### src/rtl/conv_sched_pkg.sv
// Shared types and constants for the convolution tile scheduler:
// layer-parameter packet layout, FSM state encoding and skew-drain length.
package conv_sched_pkg;

    localparam int SCHED_CW      = 16;
    localparam int SCHED_ARRAY_H = 4;
    localparam int SCHED_ARRAY_W = 4;

    // Cycles needed to flush the diagonal skew out of an h x w systolic array.
    function automatic int drain_cycles(input int h, input int w);
        return h + w - 1;
    endfunction

    localparam int SCHED_DRAIN_LEN = drain_cycles(SCHED_ARRAY_H, SCHED_ARRAY_W);

    typedef struct packed {
        logic [SCHED_CW-1:0] ox0;
        logic [SCHED_CW-1:0] oy0;
        logic [SCHED_CW-1:0] fx;
        logic [SCHED_CW-1:0] fy;
        logic [SCHED_CW-1:0] ic1;
        logic [SCHED_CW-1:0] oc1;
        logic [SCHED_CW-1:0] ox1;
        logic [SCHED_CW-1:0] oy1;
    } conv_sched_params_t;

    typedef enum logic [2:0] {
        ST_IDLE       = 3'd0,
        ST_WAIT_BANKS = 3'd1,
        ST_SWITCH     = 3'd2,
        ST_LOAD_W     = 3'd3,
        ST_COMPUTE    = 3'd4,
        ST_DRAIN      = 3'd5,
        ST_OUTPUT     = 3'd6,
        ST_DONE       = 3'd7
    } sched_state_e;

endpackage

### src/rtl/conv_tile_scheduler_counter.sv
// Loadable down-counter used to time scheduler phases; tc_o is high while
// the count sits at zero, i.e. during the last cycle of the phase.
module sched_phase_counter #(
    parameter int WIDTH = 16
) (
    input  logic             clk,
    input  logic             rst_n,
    input  logic             load_i,
    input  logic [WIDTH-1:0] load_val_i,
    input  logic             en_i,
    output logic             tc_o
);

    logic [WIDTH-1:0] cnt_q;

    // Count register: load has priority, decrement saturates at zero.
    always_ff @(posedge clk or negedge rst_n) begin
        if (!rst_n) begin
            cnt_q <= {WIDTH{1'b0}};
        end else if (load_i) begin
            cnt_q <= load_val_i;
        end else if (en_i && (cnt_q != {WIDTH{1'b0}})) begin
            cnt_q <= cnt_q - WIDTH'(1);
        end else begin
            cnt_q <= cnt_q;
        end
    end

    assign tc_o = (cnt_q == {WIDTH{1'b0}});

endmodule

### src/rtl/conv_tile_scheduler.sv
// Moore controller sequencing one convolution layer through the
// weight-stationary systolic datapath, tile by tile.
module conv_tile_scheduler
    import conv_sched_pkg::*;
#(
    parameter int COUNTER_WIDTH = SCHED_CW,
    parameter int ARRAY_HEIGHT  = SCHED_ARRAY_H,
    parameter int ARRAY_WIDTH   = SCHED_ARRAY_W
) (
    input  logic                       clk,
    input  logic                       rst_n,
    input  logic [8*COUNTER_WIDTH-1:0] params_dat,
    input  logic                       params_vld,
    output logic                       params_rdy,
    input  logic                       ifmap_bank_full,
    input  logic                       weight_bank_full,
    output logic                       ifmap_switch,
    output logic                       weight_switch,
    output logic                       weight_load_en,
    output logic                       compute_en,
    output logic                       first_acc,
    output logic                       ofmap_wen,
    input  logic                       ofmap_stall,
    output logic                       busy,
    output logic                       done
);

    localparam int W = COUNTER_WIDTH;
    localparam logic [W-1:0] LOAD_LEN_M1  = W'(ARRAY_HEIGHT - 1);
    localparam logic [W-1:0] DRAIN_LEN_M1 = W'(drain_cycles(ARRAY_HEIGHT, ARRAY_WIDTH) - 1);
    localparam logic [W-1:0] ONE          = W'(1);
    localparam logic [W-1:0] ZERO         = {W{1'b0}};

    logic [W-1:0] f_ox0, f_oy0, f_fx, f_fy, f_ic1, f_oc1, f_ox1, f_oy1;
    assign f_ox0 = params_dat[8*W-1 -: W];
    assign f_oy0 = params_dat[7*W-1 -: W];
    assign f_fx  = params_dat[6*W-1 -: W];
    assign f_fy  = params_dat[5*W-1 -: W];
    assign f_ic1 = params_dat[4*W-1 -: W];
    assign f_oc1 = params_dat[3*W-1 -: W];
    assign f_ox1 = params_dat[2*W-1 -: W];
    assign f_oy1 = params_dat[W-1:0];

    sched_state_e state_q, state_d;
    logic [W-1:0] npix_q, nw_q, ntile_q, oc1_q;
    logic [W-1:0] tile_cnt_q, oc_cnt_q, w_cnt_q;

    logic         any_zero_s;
    logic         phase_load_s, phase_en_s, phase_tc_s;
    logic [W-1:0] phase_val_s;
    logic         pix_load_s, pix_en_s, pix_tc_s;
    logic         wr_s;

    assign any_zero_s = (f_ox0 == ZERO) || (f_oy0 == ZERO) || (f_fx == ZERO) ||
                        (f_fy == ZERO)  || (f_ic1 == ZERO) || (f_oc1 == ZERO) ||
                        (f_ox1 == ZERO) || (f_oy1 == ZERO);

    // A write only happens in OUTPUT when downstream has room.
    assign wr_s = (state_q == ST_OUTPUT) && !ofmap_stall;

    // Next-state selection and phase-counter reloads on every state change.
    always_comb begin
        state_d      = state_q;
        phase_load_s = 1'b0;
        phase_val_s  = ZERO;
        pix_load_s   = 1'b0;
        case (state_q)
            ST_IDLE: begin
                if (params_vld) begin
                    state_d = any_zero_s ? ST_DONE : ST_WAIT_BANKS;
                end else begin
                    state_d = ST_IDLE;
                end
            end
            ST_WAIT_BANKS: begin
                if (ifmap_bank_full && ((tile_cnt_q != ZERO) || weight_bank_full)) begin
                    state_d = ST_SWITCH;
                end else begin
                    state_d = ST_WAIT_BANKS;
                end
            end
            ST_SWITCH: state_d = ST_LOAD_W;
            ST_LOAD_W: begin
                if (phase_tc_s) begin
                    state_d = ST_COMPUTE;
                end else begin
                    state_d = ST_LOAD_W;
                end
            end
            ST_COMPUTE: begin
                if (!phase_tc_s) begin
                    state_d = ST_COMPUTE;
                end else if (w_cnt_q < nw_q - ONE) begin
                    state_d = ST_LOAD_W;
                end else begin
                    state_d = ST_DRAIN;
                end
            end
            ST_DRAIN: begin
                if (phase_tc_s) begin
                    state_d = ST_OUTPUT;
                end else begin
                    state_d = ST_DRAIN;
                end
            end
            ST_OUTPUT: begin
                if (!(wr_s && pix_tc_s)) begin
                    state_d = ST_OUTPUT;
                end else if (oc_cnt_q < oc1_q - ONE) begin
                    state_d = ST_LOAD_W;
                end else if (tile_cnt_q < ntile_q - ONE) begin
                    state_d = ST_WAIT_BANKS;
                end else begin
                    state_d = ST_DONE;
                end
            end
            ST_DONE: state_d = ST_IDLE;
            default: state_d = ST_IDLE;
        endcase

        phase_load_s = (state_d != state_q);
        case (state_d)
            ST_LOAD_W:  phase_val_s = LOAD_LEN_M1;
            ST_COMPUTE: phase_val_s = npix_q - ONE;
            ST_DRAIN:   phase_val_s = DRAIN_LEN_M1;
            default:    phase_val_s = ZERO;
        endcase
        pix_load_s = (state_d == ST_OUTPUT) && (state_q != ST_OUTPUT);
    end

    assign phase_en_s = (state_q == ST_LOAD_W) || (state_q == ST_COMPUTE) ||
                        (state_q == ST_DRAIN);
    assign pix_en_s   = wr_s;

    sched_phase_counter #(.WIDTH(W)) u_phase_cnt (
        .clk        (clk),
        .rst_n      (rst_n),
        .load_i     (phase_load_s),
        .load_val_i (phase_val_s),
        .en_i       (phase_en_s),
        .tc_o       (phase_tc_s)
    );

    sched_phase_counter #(.WIDTH(W)) u_pix_cnt (
        .clk        (clk),
        .rst_n      (rst_n),
        .load_i     (pix_load_s),
        .load_val_i (npix_q - ONE),
        .en_i       (pix_en_s),
        .tc_o       (pix_tc_s)
    );

    // State, captured layer geometry and the weight/oc/tile loop counters.
    always_ff @(posedge clk or negedge rst_n) begin
        if (!rst_n) begin
            state_q    <= ST_IDLE;
            npix_q     <= ZERO;
            nw_q       <= ZERO;
            ntile_q    <= ZERO;
            oc1_q      <= ZERO;
            tile_cnt_q <= ZERO;
            oc_cnt_q   <= ZERO;
            w_cnt_q    <= ZERO;
        end else begin
            state_q <= state_d;
            if ((state_q == ST_IDLE) && params_vld) begin
                npix_q     <= f_ox0 * f_oy0;
                nw_q       <= f_fx * f_fy * f_ic1;
                ntile_q    <= f_ox1 * f_oy1;
                oc1_q      <= f_oc1;
                tile_cnt_q <= ZERO;
                oc_cnt_q   <= ZERO;
                w_cnt_q    <= ZERO;
            end else if ((state_q == ST_COMPUTE) && phase_tc_s) begin
                w_cnt_q <= (w_cnt_q < nw_q - ONE) ? w_cnt_q + ONE : ZERO;
            end else if (wr_s && pix_tc_s) begin
                if (oc_cnt_q < oc1_q - ONE) begin
                    oc_cnt_q <= oc_cnt_q + ONE;
                end else begin
                    oc_cnt_q   <= ZERO;
                    tile_cnt_q <= tile_cnt_q + ONE;
                end
            end else begin
                w_cnt_q <= w_cnt_q;
            end
        end
    end

    // Output decode from the registered state; only ofmap_wen sees a live input.
    always_comb begin
        params_rdy     = (state_q == ST_IDLE);
        busy           = (state_q != ST_IDLE);
        ifmap_switch   = (state_q == ST_SWITCH);
        weight_switch  = (state_q == ST_SWITCH) && (tile_cnt_q == ZERO);
        weight_load_en = (state_q == ST_LOAD_W);
        compute_en     = (state_q == ST_COMPUTE);
        first_acc      = (state_q == ST_COMPUTE) && (w_cnt_q == ZERO);
        ofmap_wen      = wr_s;
        done           = (state_q == ST_DONE);
    end

endmodule

### config.mk
export PLATFORM = sky130hd
export DESIGN_NAME = conv_tile_scheduler
export DESIGN_NICKNAME = d
export VERILOG_FILES = /design/src/rtl/conv_sched_pkg.sv /design/src/rtl/conv_tile_scheduler_counter.sv /design/src/rtl/conv_tile_scheduler.sv
export SDC_FILE = /design/constraint.sdc
export NUM_CORES = 2
export LEC_CHECK = 0
export ABC_AREA = 1
export CORE_MARGIN = 5
export CORE_UTILIZATION = 41
export CTS_CLUSTER_DIAMETER = 40
export CTS_CLUSTER_SIZE = 40
export DETAILED_ROUTE_END_ITERATION = 10
export RECOVER_POWER = 100
export REMOVE_ABC_BUFFERS = 1
export SLEW_MARGIN = 20
export SYNTH_ARGS = -nofsm -noshare
export SYNTH_HDL_FRONTEND = slang
export SYNTH_HIERARCHICAL = 1
export SYNTH_SLANG_ARGS = --single-unit
### constraint.sdc
create_clock -name clk -period 4.9 [get_ports clk]
set_clock_uncertainty 0.2 [all_clocks]
set_input_delay 1.225 -clock clk [delete_from_list [all_inputs] [get_ports clk]]
set_output_delay 1.225 -clock clk [all_outputs]
set_load 0.05 [all_outputs]
==> After elaboration in Yosys (flattened, before gate mapping) <==
Cells that the tools add are included.
{ "totals": {"regBits": 147} }
{ "classes": {"n_eq_ne": 15, "mul": 4, "n_lt_le_gt_ge": 3, "n_reduce_logical": 44, "add_sub_neg": 9, "mux": 27} }
{ "ops": {"columns": ["operator", "count"], "rows": [
  ["$mux W16", 15],
  ["$logic_not A16 Y1", 12],
  ["$sub A16 B1 Y16 const B", 6],
  ["$mul A16 B16 Y16", 4],
  ["$add A16 B1 Y16 const B", 3],
  ["$lt A16 B16 Y1", 3],
  ["$pmux W16 S3", 1],
  ["$reduce_bool A16 Y1", 3],
  ["$mux W3", 8],
  ["$pmux W3 S8", 1],
  ["$eq A3 B3 Y1 const B", 7],
  ["$logic_and A1 B1 Y1", 10],
  ["$logic_or A1 B1 Y1", 10],
  ["$eq A3 B2 Y1 const B", 3],
  ["$reduce_bool A2 Y1", 4],
  ["$mux W2", 2],
  ["$eq A3 B1 Y1 const B", 1],
  ["$logic_not A3 Y1", 1],
  ["$ne A3 B3 Y1", 1],
  ["$ne A3 B3 Y1 const B", 1],
  ["$reduce_and A3 Y1", 1],
  ["$reduce_bool A3 Y1", 1],
  ["$ne A2 B1 Y1 const B", 1],
  ["$ne A2 B2 Y1 const B", 1],
  ["other kinds (2)", 2]
]} }

==> Logic depth before layout (Yosys ltp) <==
{ "logic_depth": {"depth_word": 14, "depth_mapped": 51} }

==> Modules after synthesis <==
The synthesis kept the hierarchy.
{ "by_module_without_submodules": {"columns": ["module", "cells_per_inst", "seq_area_each_um2", "area_each_um2", "n_inst"], "rows": [
  ["conv_tile_scheduler", 3249, 2877.8, 23988.0, 1],
  ["sched_phase_counter", 181, 400.4, 1337.5, 2]
]} }

==> Least setup slack after synthesis <==
No wires, ideal clock.
{ "synth_path": {"path_type": "input port to flip-flop", "start": "input params_dat[65]", "end": "register nw_q[15]", "path_slack_ns": -5.651, "path_buffers": 2, "setup_ns": 0.117, "path_stages": 41, "arrival_ns": 10.234, "path_cell_list": "clkbuf_1 clkbuf_1 nand2_1 fa_1 fa_1 fa_1 fa_1 fa_1 fa_1 inv_1 ha_1 nand2_1 inv_1 a21oi_1 nand3_1 nand2_1 nand2_1 inv_1 [5 not listed] fa_1 fa_1 inv_1 fa_1 inv_1 ha_1 nand2_1 nor2_1 nand2_1 o211ai_1 a31oi_1 nand3_1 nand2_1 nand2_1 nand2_1 nand2_1 nand3_1 nand2_1"} }
{ "synth_via": {"elab_chain_len": 2} }
{ "synth_rtl": {"columns": ["item", "line", "source"], "rows": [
  ["start: declaration", "conv_tile_scheduler.sv:12", "input logic [8*COUNTER_WIDTH-1:0] params_dat,"],
  ["$mul A16 B16 Y16 (2 in a row)", "conv_tile_scheduler.sv:168", "nw_q <= f_fx * f_fy * f_ic1;"],
  ["end signal: assignment", "conv_tile_scheduler.sv:168", null],
  ["end: declaration", "conv_tile_scheduler.sv:45", "logic [W-1:0] npix_q, nw_q, ntile_q, oc1_q;"]
]} }
Every way passes these cells.
A chain may end at the register's enable or synchronous reset.

==> Worst setup path after layout <==
{ "layout_path": {"start": "input params_dat[68]", "end": "register nw_q[15]"} }
Same word-level chain as after synthesis.

==> impl_metrics.tcl <==
set metrics [dict create \
    status "finished, violations left" \
    violations "capacitance limit, slew limit, setup timing" \
    tritoncts "done" \
    cp.required_ns 5.02 \
    yosys_warnings 6 \
    num_rows 93 \
    ys_types 57 \
    async_reset_ff_frac 1.00 \
    netlist_top_cells_area "fa_1 24%, dfrtp_1 14%, nand2_1 13%" \
    fin_crit_ns 10.04 \
    place.gp.congestion 0.883 \
    drtIter0Drc 1297 \
    fin_nets 4856 \
    final_max_slew_viol_count 93 \
    synth_top_area_frac 0.240 \
    fin_ws_ns -5.14 \
    cts_buffers 17 \
    min_path_type "flip-flop to flip-flop" \
    netlist.top_cell.by_area "fa_1" \
    drv_cap 1 \
    ys_seq_elements 147 \
    crit_fanout 6 \
    synth_flop_cell "dfrtp_1" \
    cts-htree-levels 4 \
    finalWirelength_um 69900 \
    ios 143 \
    syn_area_um2 26700 \
    worst-path-buf-inv 40 \
    clock_latency_ns 0.44 \
    yosysSeqAreaShare 0.138 \
    post-route-period-util 2.05 \
    dp_hpwl_um 54700 \
    clock_path_buffers 2 \
    crit_type "input port to flip-flop" \
    vias_per_cell 4.73 \
    fill_cells 6125 \
    path_delay_family "buffers and inverters" \
    met1_usage 0.269 \
    worstMarginPinSlew_ns 2.36 \
    area_growth_pct 31.6 \
    cts-root-buf "clkbuf_16" \
    grt_overflow 0 \
    crit_arrival_ns 10.16 \
    multiInputGateArea_um2 20800 \
    ff_latch_area_um2 3680 \
    die_w_um 265 \
    drc 0 \
    grt_first_pass_wirelength_um 117000 \
    critPathCaptureType "flip-flop" \
    grt_usage 0.196 \
    vias 23732 \
    num_antenna_cells 0 \
    synth_edf_count 0 \
    grt.busiest_layer "met2" \
    die_area_um2 70200 \
    antenna_found_initial 1 \
    fmax_ghz 0.0996 \
    post_dp_cell_area_um2 31400 \
    synth_cells 3611 \
    grt_max_degree 93 \
    clock_sinks 147 \
    setup_viol 28 \
    die_y_um 265 \
    core_area_um2 64500 \
    cpMostUsedCell "buf_4" \
    path_clk_slew_ns 0.06 \
    hold_viol 0 \
    port_buffers 142 \
    rsz0062_at_grt "true" \
    syn_area_per_cell_um2 7.38 \
    start_util 0.414 \
    grt.met3_usage 0.0193 \
    use_met2 0.343 \
    drt.antenna.violating_nets 0 \
    maxSlewHeadroom -0.572 \
    slowest_stage "fa_1" \
    final_cell_area_um2 35100 \
    holdBufCountCts 0 \
    grt_pass1_vias 24628 \
    drive_above_1_share 0.268 \
    slowest_delay_ns 0.55 \
    start_kind "input port" \
    place_ws_ns -6.06 \
    firstDrtPassIters 5 \
    wire_per_inst_um 13.9 \
]
[through the flow]
| step | std cells | hold slack, ns | setup TNS [ns] | utilization |
|---|---|---|---|---|
| 4_1_cts | 5000 | 0.309 | -52.08 | 0.528 |
| 3_5_place_dp | 4859 | 0.291 | -85.65 | 0.487 |
| 6_report | 5018 | 0.301 | -50.90 | 0.544 |
| 5_1_grt | 5018 | 0.341 | -56.71 | 0.544 |
| 3_3_place_gp | 4859 | 0.292 | -84.21 | 0.487 |
| 2_1_floorplan | 3496 | 0.268 | -49.37 | - |
[cells in the final DEF, fill, tap and decap left out, types with 103 or more instances in the layout]
master   Yosys  layout
ha_1       252     191
buf_4        0     390
xor2_1     128     126
buf_6        1     115
nand2_1    922     813
inv_2        7     133
nand3_1    108     103
fa_1       320     296
dfrtp_1    147     147
inv_1      876     745
nor2_1     196     174
[tightest hold or removal path: stages (launching register included)]
cell,delay (ns)
dfrtp_1,0.36
nand2_1,0.06
nand2_1,0.05
[synthesized netlist by cell type, types with 3 or more instances]
library cell    n
a21o_1          6
a21oi_1        64
a21oi_2         7
a31oi_1         5
and2_1          3
buf_1           5
buf_2          20
clkbuf_1       84
dfrtp_1       147
fa_1          320
ha_1          252
inv_1         876
inv_2           7
nand2_1       922
nand2_2        17
nand2_4         8
nand3_1       108
nand3_2        36
nand3b_1        6
nand4_1        33
nor2_1        196
nor2_2         14
nor2_4         11
nor3_1         45
nor4_1         35
nor4_2          3
o211ai_1        4
o21ai_0        93
o21ai_1        11
o21bai_1        9
o22ai_1        14
o31ai_1        10
or2_2           8
or4_1           6
xnor2_1        71
xor2_1        128
[per-layer routing]
metal	wire length, um	part of all wire	vias up
li1	-	-	11893
met1	32100	0.46	11333
met2	34300	0.49	416
met3	2280	0.033	90
met4	1220	0.017	0
met5	0	0	-
[cells by family after synthesis]
group | share of synthesized area
flip-flops | 0.138
XOR/XNOR | 0.0676
buffers and inverters | 0.144
AO/OA/AOI/OAI | 0.0497
AND/OR/NAND/NOR | 0.242
adder cells (fa/ha/maj) | 0.359
[what timing repair did]
item / 4_1_cts / 5_1_grt
resized for setup: 653 / 328
pin swaps: 249 / 226
setup endpoints to repair: 33 / 33
buffers inserted: 116 / 33
hold endpoints to repair: 0 / 0
gates cloned: 1 / 0
[path summary, 6_finish.rpt]
path / start / to / slack (ns) / depth (start not counted)
worst max register to register: nw_q[0] / u_phase_cnt/cnt_q[4] / 0.36 / 24
worst min-delay path: oc1_q[15] / oc1_q[15] / 0.30 / 2
worst max-delay path: params_dat[68] / nw_q[15] / -5.14 / 63
worst min register to register: oc1_q[15] / oc1_q[15] / 0.30 / 2
max in group asynchronous: rst_n / ntile_q[14] / 1.19 / 2
min in group asynchronous: rst_n / oc1_q[11] / 1.28 / 1
[flip-flops by register name, summed over array words and instances (netlist names)]
signal / flops
npix_q: 16
ntile_q: 16
nw_q: 16
oc1_q: 16
oc_cnt_q: 16
tile_cnt_q: 16
u_phase_cnt/cnt_q: 16
u_pix_cnt/cnt_q: 16
w_cnt_q: 16
state_q: 3
[final cells by class]
cell class / count / area share
Multi-Input combinational cell: 2465 / 0.593
Tap cell: 855 / 0.0305
Sequential cell: 147 / 0.105
Timing Repair Buffer: 635 / 0.159
Clock inverter: 13 / 0.00496
Inverter: 884 / 0.0950
Clock buffer: 19 / 0.0129
Power is not shown: default switching activity piles up to over one toggle a cycle in this logic, so the estimate is an artifact.
